--- src/rtl/vid_pkg.sv ---
// Shared definitions for the video pattern source: pattern mode codes,
// FSM state codes and the colour-bar table.
package vid_pkg;

  typedef enum logic [2:0] {
    MODE_BARS    = 3'd0,
    MODE_RAMP    = 3'd1,
    MODE_CHECKER = 3'd2,
    MODE_SOLID   = 3'd3,
    MODE_LINE    = 3'd4
  } mode_e;

  typedef enum logic {
    ST_IDLE = 1'b0,
    ST_RUN  = 1'b1
  } state_e;

  // Bar colour as a {R,G,B} on/off mask, left to right across the line.
  function automatic logic [2:0] bar_rgb(input logic [2:0] idx);
    case (idx)
      3'd0:    return 3'b111;  // white
      3'd1:    return 3'b110;  // yellow
      3'd2:    return 3'b011;  // cyan
      3'd3:    return 3'b010;  // green
      3'd4:    return 3'b101;  // magenta
      3'd5:    return 3'b100;  // red
      3'd6:    return 3'b001;  // blue
      default: return 3'b000;  // black
    endcase
  endfunction

endpackage

--- src/rtl/video_timing_gen.sv ---
// Raster timing: run/idle FSM, h/v counters, registered blank/sync/marker
// flags, frame counter, and the look-ahead counter state used for pixels.
module video_timing_gen
  import vid_pkg::*;
#(
  parameter int COUNTER_WIDTH = 12,
  parameter int PPC           = 1,
  parameter int H_ACTIVE      = 1920,
  parameter int H_FP          = 88,
  parameter int H_SYNC        = 44,
  parameter int H_BP          = 148,
  parameter int V_ACTIVE      = 1080,
  parameter int V_FP          = 4,
  parameter int V_SYNC        = 5,
  parameter int V_BP          = 36,
  parameter int HSYNC_POL     = 1,
  parameter int VSYNC_POL     = 1
) (
  input  logic                     clk,
  input  logic                     reset,
  input  logic                     start,
  output logic [COUNTER_WIDTH-1:0] hcount,
  output logic [COUNTER_WIDTH-1:0] vcount,
  output logic [15:0]              frame_count,
  output logic                     hblank,
  output logic                     vblank,
  output logic                     active_video,
  output logic                     hsync,
  output logic                     vsync,
  output logic                     sof,
  output logic                     eol,
  output logic [COUNTER_WIDTH-1:0] hcount_next,
  output logic [COUNTER_WIDTH-1:0] vcount_next,
  output logic                     active_next,
  output logic                     latch_strobe,
  output logic                     frame_end
);

  localparam int HT = (H_ACTIVE + H_FP + H_SYNC + H_BP) / PPC;
  localparam int VT = V_ACTIVE + V_FP + V_SYNC + V_BP;
  localparam logic [COUNTER_WIDTH-1:0] H_LAST = COUNTER_WIDTH'(HT - 1);
  localparam logic [COUNTER_WIDTH-1:0] V_LAST = COUNTER_WIDTH'(VT - 1);
  localparam logic [COUNTER_WIDTH-1:0] H_ACT  = COUNTER_WIDTH'(H_ACTIVE / PPC);
  localparam logic [COUNTER_WIDTH-1:0] H_SS   = COUNTER_WIDTH'((H_ACTIVE + H_FP) / PPC);
  localparam logic [COUNTER_WIDTH-1:0] H_SE   = COUNTER_WIDTH'((H_ACTIVE + H_FP + H_SYNC) / PPC);
  localparam logic [COUNTER_WIDTH-1:0] V_ACT  = COUNTER_WIDTH'(V_ACTIVE);
  localparam logic [COUNTER_WIDTH-1:0] V_SS   = COUNTER_WIDTH'(V_ACTIVE + V_FP);
  localparam logic [COUNTER_WIDTH-1:0] V_SE   = COUNTER_WIDTH'(V_ACTIVE + V_FP + V_SYNC);
  localparam logic HS_ON = (HSYNC_POL != 0);
  localparam logic VS_ON = (VSYNC_POL != 0);

  state_e                     state_reg, state_next;
  logic [COUNTER_WIDTH-1:0]   hcount_reg, vcount_reg;
  logic [15:0]                frame_count_reg;
  logic hblank_reg, vblank_reg, active_reg, hsync_reg, vsync_reg, sof_reg, eol_reg;
  logic run_next;

  always_comb begin
    state_next   = state_reg;
    hcount_next  = hcount_reg;
    vcount_next  = vcount_reg;
    latch_strobe = 1'b0;
    frame_end    = 1'b0;
    case (state_reg)
      ST_IDLE: begin
        hcount_next = '0;
        vcount_next = '0;
        if (start) begin
          state_next   = ST_RUN;
          latch_strobe = 1'b1;
        end
      end
      ST_RUN: begin
        if (hcount_reg == H_LAST) begin
          hcount_next = '0;
          if (vcount_reg == V_LAST) begin
            // Only a completed frame may stop the raster.
            vcount_next = '0;
            frame_end   = 1'b1;
            if (start) latch_strobe = 1'b1;
            else       state_next   = ST_IDLE;
          end else begin
            vcount_next = vcount_reg + 1'b1;
          end
        end else begin
          hcount_next = hcount_reg + 1'b1;
        end
      end
      default: state_next = ST_IDLE;
    endcase
  end

  assign run_next    = (state_next == ST_RUN);
  assign active_next = run_next && (hcount_next < H_ACT) && (vcount_next < V_ACT);

  // Flags are computed from the next counter state so they line up with hcount/vcount.
  always_ff @(posedge clk) begin
    if (reset) begin
      state_reg       <= ST_IDLE;
      hcount_reg      <= '0;
      vcount_reg      <= '0;
      frame_count_reg <= '0;
      hblank_reg      <= 1'b1;
      vblank_reg      <= 1'b1;
      active_reg      <= 1'b0;
      hsync_reg       <= ~HS_ON;
      vsync_reg       <= ~VS_ON;
      sof_reg         <= 1'b0;
      eol_reg         <= 1'b0;
    end else begin
      state_reg  <= state_next;
      hcount_reg <= hcount_next;
      vcount_reg <= vcount_next;
      if (frame_end) frame_count_reg <= frame_count_reg + 16'd1;
      hblank_reg <= !run_next || (hcount_next >= H_ACT);
      vblank_reg <= !run_next || (vcount_next >= V_ACT);
      active_reg <= active_next;
      hsync_reg  <= (run_next && hcount_next >= H_SS && hcount_next < H_SE) ? HS_ON : ~HS_ON;
      vsync_reg  <= (run_next && vcount_next >= V_SS && vcount_next < V_SE) ? VS_ON : ~VS_ON;
      sof_reg    <= run_next && (hcount_next == '0) && (vcount_next == '0);
      eol_reg    <= run_next && (hcount_next == H_ACT - 1'b1) && (vcount_next < V_ACT);
    end
  end

  assign hcount       = hcount_reg;
  assign vcount       = vcount_reg;
  assign frame_count  = frame_count_reg;
  assign hblank       = hblank_reg;
  assign vblank       = vblank_reg;
  assign active_video = active_reg;
  assign hsync        = hsync_reg;
  assign vsync        = vsync_reg;
  assign sof          = sof_reg;
  assign eol          = eol_reg;

endmodule

--- src/rtl/video_pattern_source.sv ---
// Multi-pattern video test source: frame-aligned mode/colour latch, moving
// line position and per-lane pattern generation into registered pixel data.
module video_pattern_source
  import vid_pkg::*;
#(
  parameter int COLOR_WIDTH   = 12,
  parameter int COUNTER_WIDTH = 12,
  parameter int PPC           = 1,
  parameter int H_ACTIVE      = 1920,
  parameter int H_FP          = 88,
  parameter int H_SYNC        = 44,
  parameter int H_BP          = 148,
  parameter int V_ACTIVE      = 1080,
  parameter int V_FP          = 4,
  parameter int V_SYNC        = 5,
  parameter int V_BP          = 36,
  parameter int HSYNC_POL     = 1,
  parameter int VSYNC_POL     = 1
) (
  input  logic                             clk,
  input  logic                             reset,
  input  logic                             start,
  input  logic [2:0]                       mode,
  input  logic [3*COLOR_WIDTH-1:0]         solid_color,
  output logic [PPC*3*COLOR_WIDTH-1:0]     vid_data,
  output logic                             active_video,
  output logic                             hblank,
  output logic                             vblank,
  output logic                             hsync,
  output logic                             vsync,
  output logic [COUNTER_WIDTH-1:0]         hcount,
  output logic [COUNTER_WIDTH-1:0]         vcount,
  output logic [15:0]                      frame_count,
  output logic                             sof,
  output logic                             eol
);

  localparam int PW    = 3 * COLOR_WIDTH;
  localparam int BAR_W = H_ACTIVE / 8;
  localparam logic [15:0] LP_LAST = 16'(H_ACTIVE - 1);
  localparam logic [PW-1:0] WHITE = {PW{1'b1}};

  logic [COUNTER_WIDTH-1:0] hcount_next, vcount_next;
  logic active_next, latch_strobe, frame_end;
  logic [2:0]        mode_reg, mode_next;
  logic [PW-1:0]     solid_reg, solid_next;
  logic [15:0]       line_pos_reg, line_pos_next;
  logic [PPC*PW-1:0] pix_data, vid_data_reg;

  video_timing_gen #(
    .COUNTER_WIDTH(COUNTER_WIDTH), .PPC(PPC),
    .H_ACTIVE(H_ACTIVE), .H_FP(H_FP), .H_SYNC(H_SYNC), .H_BP(H_BP),
    .V_ACTIVE(V_ACTIVE), .V_FP(V_FP), .V_SYNC(V_SYNC), .V_BP(V_BP),
    .HSYNC_POL(HSYNC_POL), .VSYNC_POL(VSYNC_POL)
  ) u_timing (
    .clk(clk), .reset(reset), .start(start),
    .hcount(hcount), .vcount(vcount), .frame_count(frame_count),
    .hblank(hblank), .vblank(vblank), .active_video(active_video),
    .hsync(hsync), .vsync(vsync), .sof(sof), .eol(eol),
    .hcount_next(hcount_next), .vcount_next(vcount_next),
    .active_next(active_next), .latch_strobe(latch_strobe), .frame_end(frame_end)
  );

  // Pixels are built from the values the coming frame will use, so the first
  // cycle of a frame already reflects the freshly latched mode and line position.
  assign mode_next     = latch_strobe ? mode : mode_reg;
  assign solid_next    = latch_strobe ? solid_color : solid_reg;
  assign line_pos_next = frame_end ? ((line_pos_reg == LP_LAST) ? 16'd0 : line_pos_reg + 16'd1)
                                   : line_pos_reg;

  for (genvar gi = 0; gi < PPC; gi++) begin : g_lane
    logic [31:0]   x;
    logic [2:0]    rgb;
    logic [PW-1:0] pix;

    assign x   = 32'(hcount_next) * 32'(PPC) + 32'(gi);
    assign rgb = bar_rgb(3'(x / BAR_W));

    always_comb begin
      pix = '0;
      case (mode_next)
        MODE_BARS:    pix = {{COLOR_WIDTH{rgb[2]}}, {COLOR_WIDTH{rgb[1]}}, {COLOR_WIDTH{rgb[0]}}};
        MODE_RAMP:    pix = {3{x[COLOR_WIDTH-1:0]}};
        MODE_CHECKER: pix = (x[5] ^ vcount_next[5]) ? WHITE : '0;
        MODE_SOLID:   pix = solid_next;
        MODE_LINE:    pix = (x == 32'(line_pos_next)) ? WHITE : '0;
        default:      pix = '0;
      endcase
    end

    assign pix_data[gi*PW +: PW] = pix;
  end

  always_ff @(posedge clk) begin
    if (reset) begin
      mode_reg     <= '0;
      solid_reg    <= '0;
      line_pos_reg <= '0;
      vid_data_reg <= '0;
    end else begin
      mode_reg     <= mode_next;
      solid_reg    <= solid_next;
      line_pos_reg <= line_pos_next;
      vid_data_reg <= active_next ? pix_data : '0;
    end
  end

  assign vid_data = vid_data_reg;

endmodule

--- config.mk ---
export PLATFORM = sky130hd
export DESIGN_NAME = video_pattern_source
export DESIGN_NICKNAME = d
export VERILOG_FILES = /design/src/rtl/vid_pkg.sv /design/src/rtl/video_timing_gen.sv /design/src/rtl/video_pattern_source.sv
export SDC_FILE = /design/constraint.sdc
export NUM_CORES = 1
export LEC_CHECK = 0
export CORE_MARGIN = 4
export CORE_UTILIZATION = 54
export DETAILED_ROUTE_END_ITERATION = 8
export GPL_TIMING_DRIVEN = 0
export PLACE_DENSITY = 0.78
export SLEW_MARGIN = 20
export SYNTH_ARGS = -nofsm -noshare
export SYNTH_HDL_FRONTEND = slang
export SYNTH_SLANG_ARGS = --single-unit
--- constraint.sdc ---
create_clock -name clk -period 4.9 [get_ports clk]
set_input_delay 0.49 -clock clk [delete_from_list [all_inputs] [get_ports clk]]
set_output_delay 0.49 -clock clk [all_outputs]
set_load 0.05 [all_outputs]
; ---- Yosys cells after proc, flatten, opt, wreduce, memory -nomap -nowiden
; Cells that the tools add are included.
; Widths: inputs -> output; s select.
[totals]
mem_bits_ro = 0
output_inout_bits = 83
latchBits = 0
mem_count = 0
mem_bits_rw = 0
input_bits = 42
regBits = 139
wordCells = 89
[classes]
magnitude_cmp = 8
n_div = 1
reduce_logical = 18
add_sub_neg = 4
n_eq_ne = 15
mux = 25
n_bitwise = 3
n_shift = 0
multipliers = 0
[ops]
columns = cell, n
row1 = $pmux 36 s5, 1
row2 = $mux 36, 3
row3 = $ge 12x11->1 const B, 4
row4 = $pmux 12 s2, 2
row5 = $lt 12x11->1 const B, 3
row6 = $mux 12, 3
row7 = $add 16x1->16 const B, 2
row8 = $div 12x8->32 const B, 1
row9 = $mux 16, 2
row10 = $add 12x1->12 const B, 2
row11 = $eq 12x11->1 const B, 2
row12 = $logic_not 12->1, 2
row13 = $pmux 3 s7, 1
row14 = $eq 12x16->1, 1
row15 = $eq 16x11->1 const B, 1
row16 = $eq 12x12->1 const B, 1
row17 = $eq 3x2->1 const B, 4
row18 = $eq 3x3->1 const B, 4
row19 = $lt 12x12->1 const B, 1
row20 = $logic_and 1x1->1, 10
row21 = $mux 1, 10
row22 = $eq 3x1->1 const B, 2
row23 = $logic_not 3->1, 2
row24 = $pmux 1 s2, 2
row25 = 6 further kinds, 8

; ---- Depth between registers and ports, before layout
[depth]
ltp_word = 8
depth_mapped = 17

; ---- Modules after synthesis
; A second synthesis with hierarchy kept.
[unflattened]
cells_unflattened = 809
hier_area_um2 = 7148.1
[modules_own_cells]
columns = module, area_per_inst_um2, instances, cells_each, seq_area_each_um2
row1 = video_pattern_source, 4471.8, 1, 481, 1821.7
row2 = video_timing_gen, 2676.3, 1, 328, 960.9

; ---- Worst setup path after synthesis
; OpenSTA, ideal clock, no wires.
[synth_timing]
path_type = register -> register
start = register u_timing.hcount_reg[1], in the netlist u_timing.hcount[1]
end = register vid_data_reg[10], in the netlist vid_data[10]
arrival_ns = 4.017
t_required_ns = 4.833
period_less_slack_ns = 4.084
setup_slack_ns = 0.816
stages_incl_launch_ff = 16
path_buffers = 1
path_cell_list = dfxtp_1 -> ha_1 -> nand4_2 -> or3_1 -> a21boi_2 -> and3_1 -> ha_1 -> nor2_1 -> o21ai_0 -> a221oi_2 -> o21bai_1 -> o211ai_2 -> o21ai_1 -> a311o_2 -> buf_6 -> o21ai_2
[synth_via]
elab_chain_len = 8
word_cells_on_any_way = 40
[synth_lines]
columns = item, line
row1 = "start, declared", video_timing_gen.sv:53  ; logic [COUNTER_WIDTH-1:0] hcount_reg, vcount_reg;
row2 = "start signal, assigned", video_timing_gen.sv:112  ; hcount_reg <= hcount_next;
row3 = "parallel branches: the longest is 8 deep, another holds $div 12x8->32", n/a
row4 = "end signal, assigned", video_pattern_source.sv:104  ; vid_data_reg <= active_next ? pix_data : '0;
row5 = "end, declared", video_pattern_source.sv:48  ; logic [PPC*PW-1:0] pix_data, vid_data_reg;
; Parallel ways; which one is timed is not known.
; A chain may end at the register's enable or synchronous reset.

; ---- Worst setup path in the final report
[layout_timing]
start = register u_timing.hcount_reg[1], in the netlist u_timing.hcount[1]
end = register vid_data_reg[3], in the netlist vid_data[3]
[layout_via]
elab_chain_len = 8
word_cells_on_any_way = 40
[layout_lines]
columns = item, line
row1 = $add 12x1->12 or $eq 12x12->1 (tied branches), "video_timing_gen.sv:86, video_timing_gen.sv:74"
row2 = $mux 12 *, video_timing_gen.sv:74  ; if (hcount_reg == H_LAST) begin
row3 = $pmux 12 s2 *, video_timing_gen.sv:64  ; case (state_reg)
row4 = via g_lane[0].x[11], video_pattern_source.sv:72  ; logic [31:0] x;
row5 = "parallel branches: the longest is 5 deep, another holds $div 12x8->32", n/a
; Mark *: on every way through the listed nets, which the timed path passes.

==> impl_metrics.ini <==
[yosys]
synth_enable_flop_cells = 0
ys_ff_latch = 139
seq_area_frac_synth = 0.3782
ys.flop_type = dfxtp_1
yosysWarnings = 0
synth_cells = 860
syn_area_sq_um = 7357
yosysUniqueCellTypes = 81
avgSynthCellArea_sq_um = 8.555
synth_async_sr_flop_share = 0
synth_nets = 908

[die]
die_w_microns = 124.7
initial_core_util = 0.5534
rows = 42
pin_count = 125
die_area_sq_um = 15560
core_sq_um = 13300
dieHeight_microns = 124.7

[clock_network]
clock_path_buffers = 2
cts_buffers = 17
cts_hold_buf = 0
cts.repair.resized = 0
cts.sinks = 139
post_cts_buffers = 0
htree_levels = 4
clock_latency_ns = 0.43
path_clk_slew_ns = 0.06
cts-root-buf = clkbuf_16
tritoncts = done

[power]
leakagePower_nw = 3.476
switching_share = 0.2570
seqPwrFrac = 0.417
p_per_area_nw_per_um2 = 305.2
power.switching_mw = 0.7370
pwr-share-comb = 0.135
peakVddDrop_mv = 0.2456
p_clk_frac = 0.448
p_int_mw = 2.131

[routing]
drtIter0Drc = 668
vias_per_cell = 5.972
antenna_left = 0
wirelength_microns = 21330
vias = 7101
wl_per_cell_microns = 17.94
drc = 0
first_pass_iters = 5

[timing]
rsz0062_at_grt = false
maxSlewViolCount = 0
setup_viol = 0
fmaxAchievable_ghz = 0.2255
setup_tns_ns = 0
period_needed_ns = 4.434
max_slew.worst_pin.slew_ns = 1.072
hold_violations = 0
relSlewSlack = 0.2803
finalCritPeriodShare = 0.9050
fin_skew_ns = 0.01086

[global_route]
grt_max_degree = 17
antenna_found_initial = 0
grt_util_all_layers = 0.2697
grt-ovfl-total = 0
grt_first_pass_wirelength_microns = 34240
grt_pass1_vias = 6577

[placed_design]
portBuffers = 123
dpl.hpwl_microns = 15240
routabilityCongestion = 0.9024

[setup_path]
cp_data_arrival_time_ns = 4.74
path_class = flip-flop to flip-flop
critPathMaxFanout = 10
worst_ep_required_time_ns = 5.21
start_kind = flip-flop
cp-end-kind = flip-flop

[flow_run]
cap_violations = 0

[outcome]
outcome = finished clean

[finish]
layout.nets = 1050
area_growth_syn_to_layout_pct = 27.70
drive_gt1_frac = 0.1037
post-route-util = 0.7067
antenna_cells = 0

[min_path]
min_path_type = flip-flop to flip-flop
[metal layers]
layer  GRT usage  share of wire  vias to the layer above  routed length (microns)
met5           0              0                        -                        0
met1      0.3650           0.44                     3320                     9412
li1            -              -                     3431                        -
met2      0.4268           0.47                      310                     9949
met3     0.06389          0.073                       40                     1559
met4     0.08253          0.019                        0                      406
[area by class of cell]
cell class              instances  area (sq um)
repair buffers                123          1231
plain buffers                  54         246.5
clock inverters                 7         88.84
flip-flops and latches        139          2783
well taps                     176         220.2
fillers                      1055          3900
clock buffers                  23         498.0
inverters                      20         75.07
multi-input cells             647          4253
[metrics by stage]
stage               instances  worst slack (ns)  hold WS [ns]  area, sq um  power (mW)
floorplan                 860            0.8159        0.4544         7357       1.465
global placement         1159            0.6631        0.4695         8808       1.599
detailed placement       1159            0.6154        0.4788         8808       1.603
CTS                      1189            0.5749        0.4928         9395       2.880
global route             1189            0.1256        0.5182         9395       2.956
finish                   1189            0.4656        0.4881         9395       2.868
[worst max-delay path: stages (launching register included)]
cell and delay, ns:
dfxtp_1 0.43, ha_1 0.31, nand4_2 0.29, o31ai_4 0.65
inv_2 0.15, nand2_4 0.17, inv_2 0.10, ha_1 0.29
nor2_1 0.13, o21ai_0 0.17, a221oi_2 0.35, o21bai_1 0.20
o211ai_1 0.31, nand3_1 0.14, a31oi_2 0.31, buf_6 0.22
o21ai_2 0.09
[layout by cell type (no fill, tap or decap), types with 9 or more instances in the layout]
| cell | synthesis | layout |
|---|---|---|
| dfxtp_1 | 139 | 139 |
| mux2i_1 | 42 | 42 |
| clkdlybuf4s50_1 | 0 | 123 |
| clkbuf_16 | 0 | 17 |
| or3_1 | 14 | 14 |
| o221ai_1 | 10 | 10 |
| nor4b_1 | 9 | 9 |
| nand4_1 | 21 | 21 |
| nand3_1 | 29 | 29 |
| xor2_1 | 19 | 19 |
| xnor2_1 | 27 | 27 |
| o21ai_2 | 13 | 13 |
| clkbuf_1 | 36 | 37 |
| nor4_1 | 14 | 14 |
| and3_1 | 13 | 13 |
| o31a_1 | 12 | 12 |
| nor3_1 | 25 | 25 |
| nor2_1 | 150 | 150 |
| inv_1 | 17 | 17 |
| a31oi_2 | 11 | 11 |
| nand2_1 | 44 | 44 |
| a21oi_1 | 34 | 34 |
| a31oi_1 | 9 | 9 |
| o21ai_0 | 19 | 19 |
[cell families after synthesis]
family,share of synthesized area
compound gates,0.1864
xor+xnor,0.05697
fa+ha+maj,0.01020
buf+inv,0.04371
flops,0.3782
mux,0.06020
simple gates,0.2643
[worst paths after layout]
path / start / endpoint / slack (ns) / cells after the start
setup reg to reg: u_timing.hcount[1]$_SDFF_PP0_ / vid_data[3]$_SDFF_PP0_ / 0.47 / 16
hold reg to reg: solid_reg[15]$_SDFF_PP0_ / solid_reg[15]$_SDFF_PP0_ / 0.49 / 2
hold / removal: solid_reg[15]$_SDFF_PP0_ / solid_reg[15]$_SDFF_PP0_ / 0.49 / 2
setup / recovery: u_timing.hcount[1]$_SDFF_PP0_ / vid_data[3]$_SDFF_PP0_ / 0.47 / 16
[cells in the mapped netlist (all sizes together) (8+ instances only)]
master  instances  area [sq um]
nor2          150         563.0
dfxtp         139          2783
nand2          46         182.7
mux2i          42         420.4
o21ai          37         234.0
clkbuf         36         135.1
a21oi          34         170.2
nand3          32         190.2
xnor2          27         236.5
nor3           26         135.1
nand4          22         143.9
a31oi          20         193.9
inv            20         75.07
xor2           20         182.7
buf            18         111.4
nor4           17         142.6
or3            15         98.84
and3           13         81.33
o31a           12         105.1
nor4b          10         93.84
o221ai         10         87.58
o21a            8         60.06
[power by group through the flow]
| stage | Sequential (mW) | Combinational [mW] | Clock, mW |
|---|---|---|---|
| finish | 1.20 | 0.386 | 1.29 |
| global route | 1.20 | 0.406 | 1.35 |
| detailed placement | 1.22 | 0.382 | 0 |
| CTS | 1.20 | 0.385 | 1.30 |
| global placement | 1.22 | 0.380 | 0 |
| floorplan | 1.33 | 0.139 | 0 |
Power figures use the tool's default switching activity.
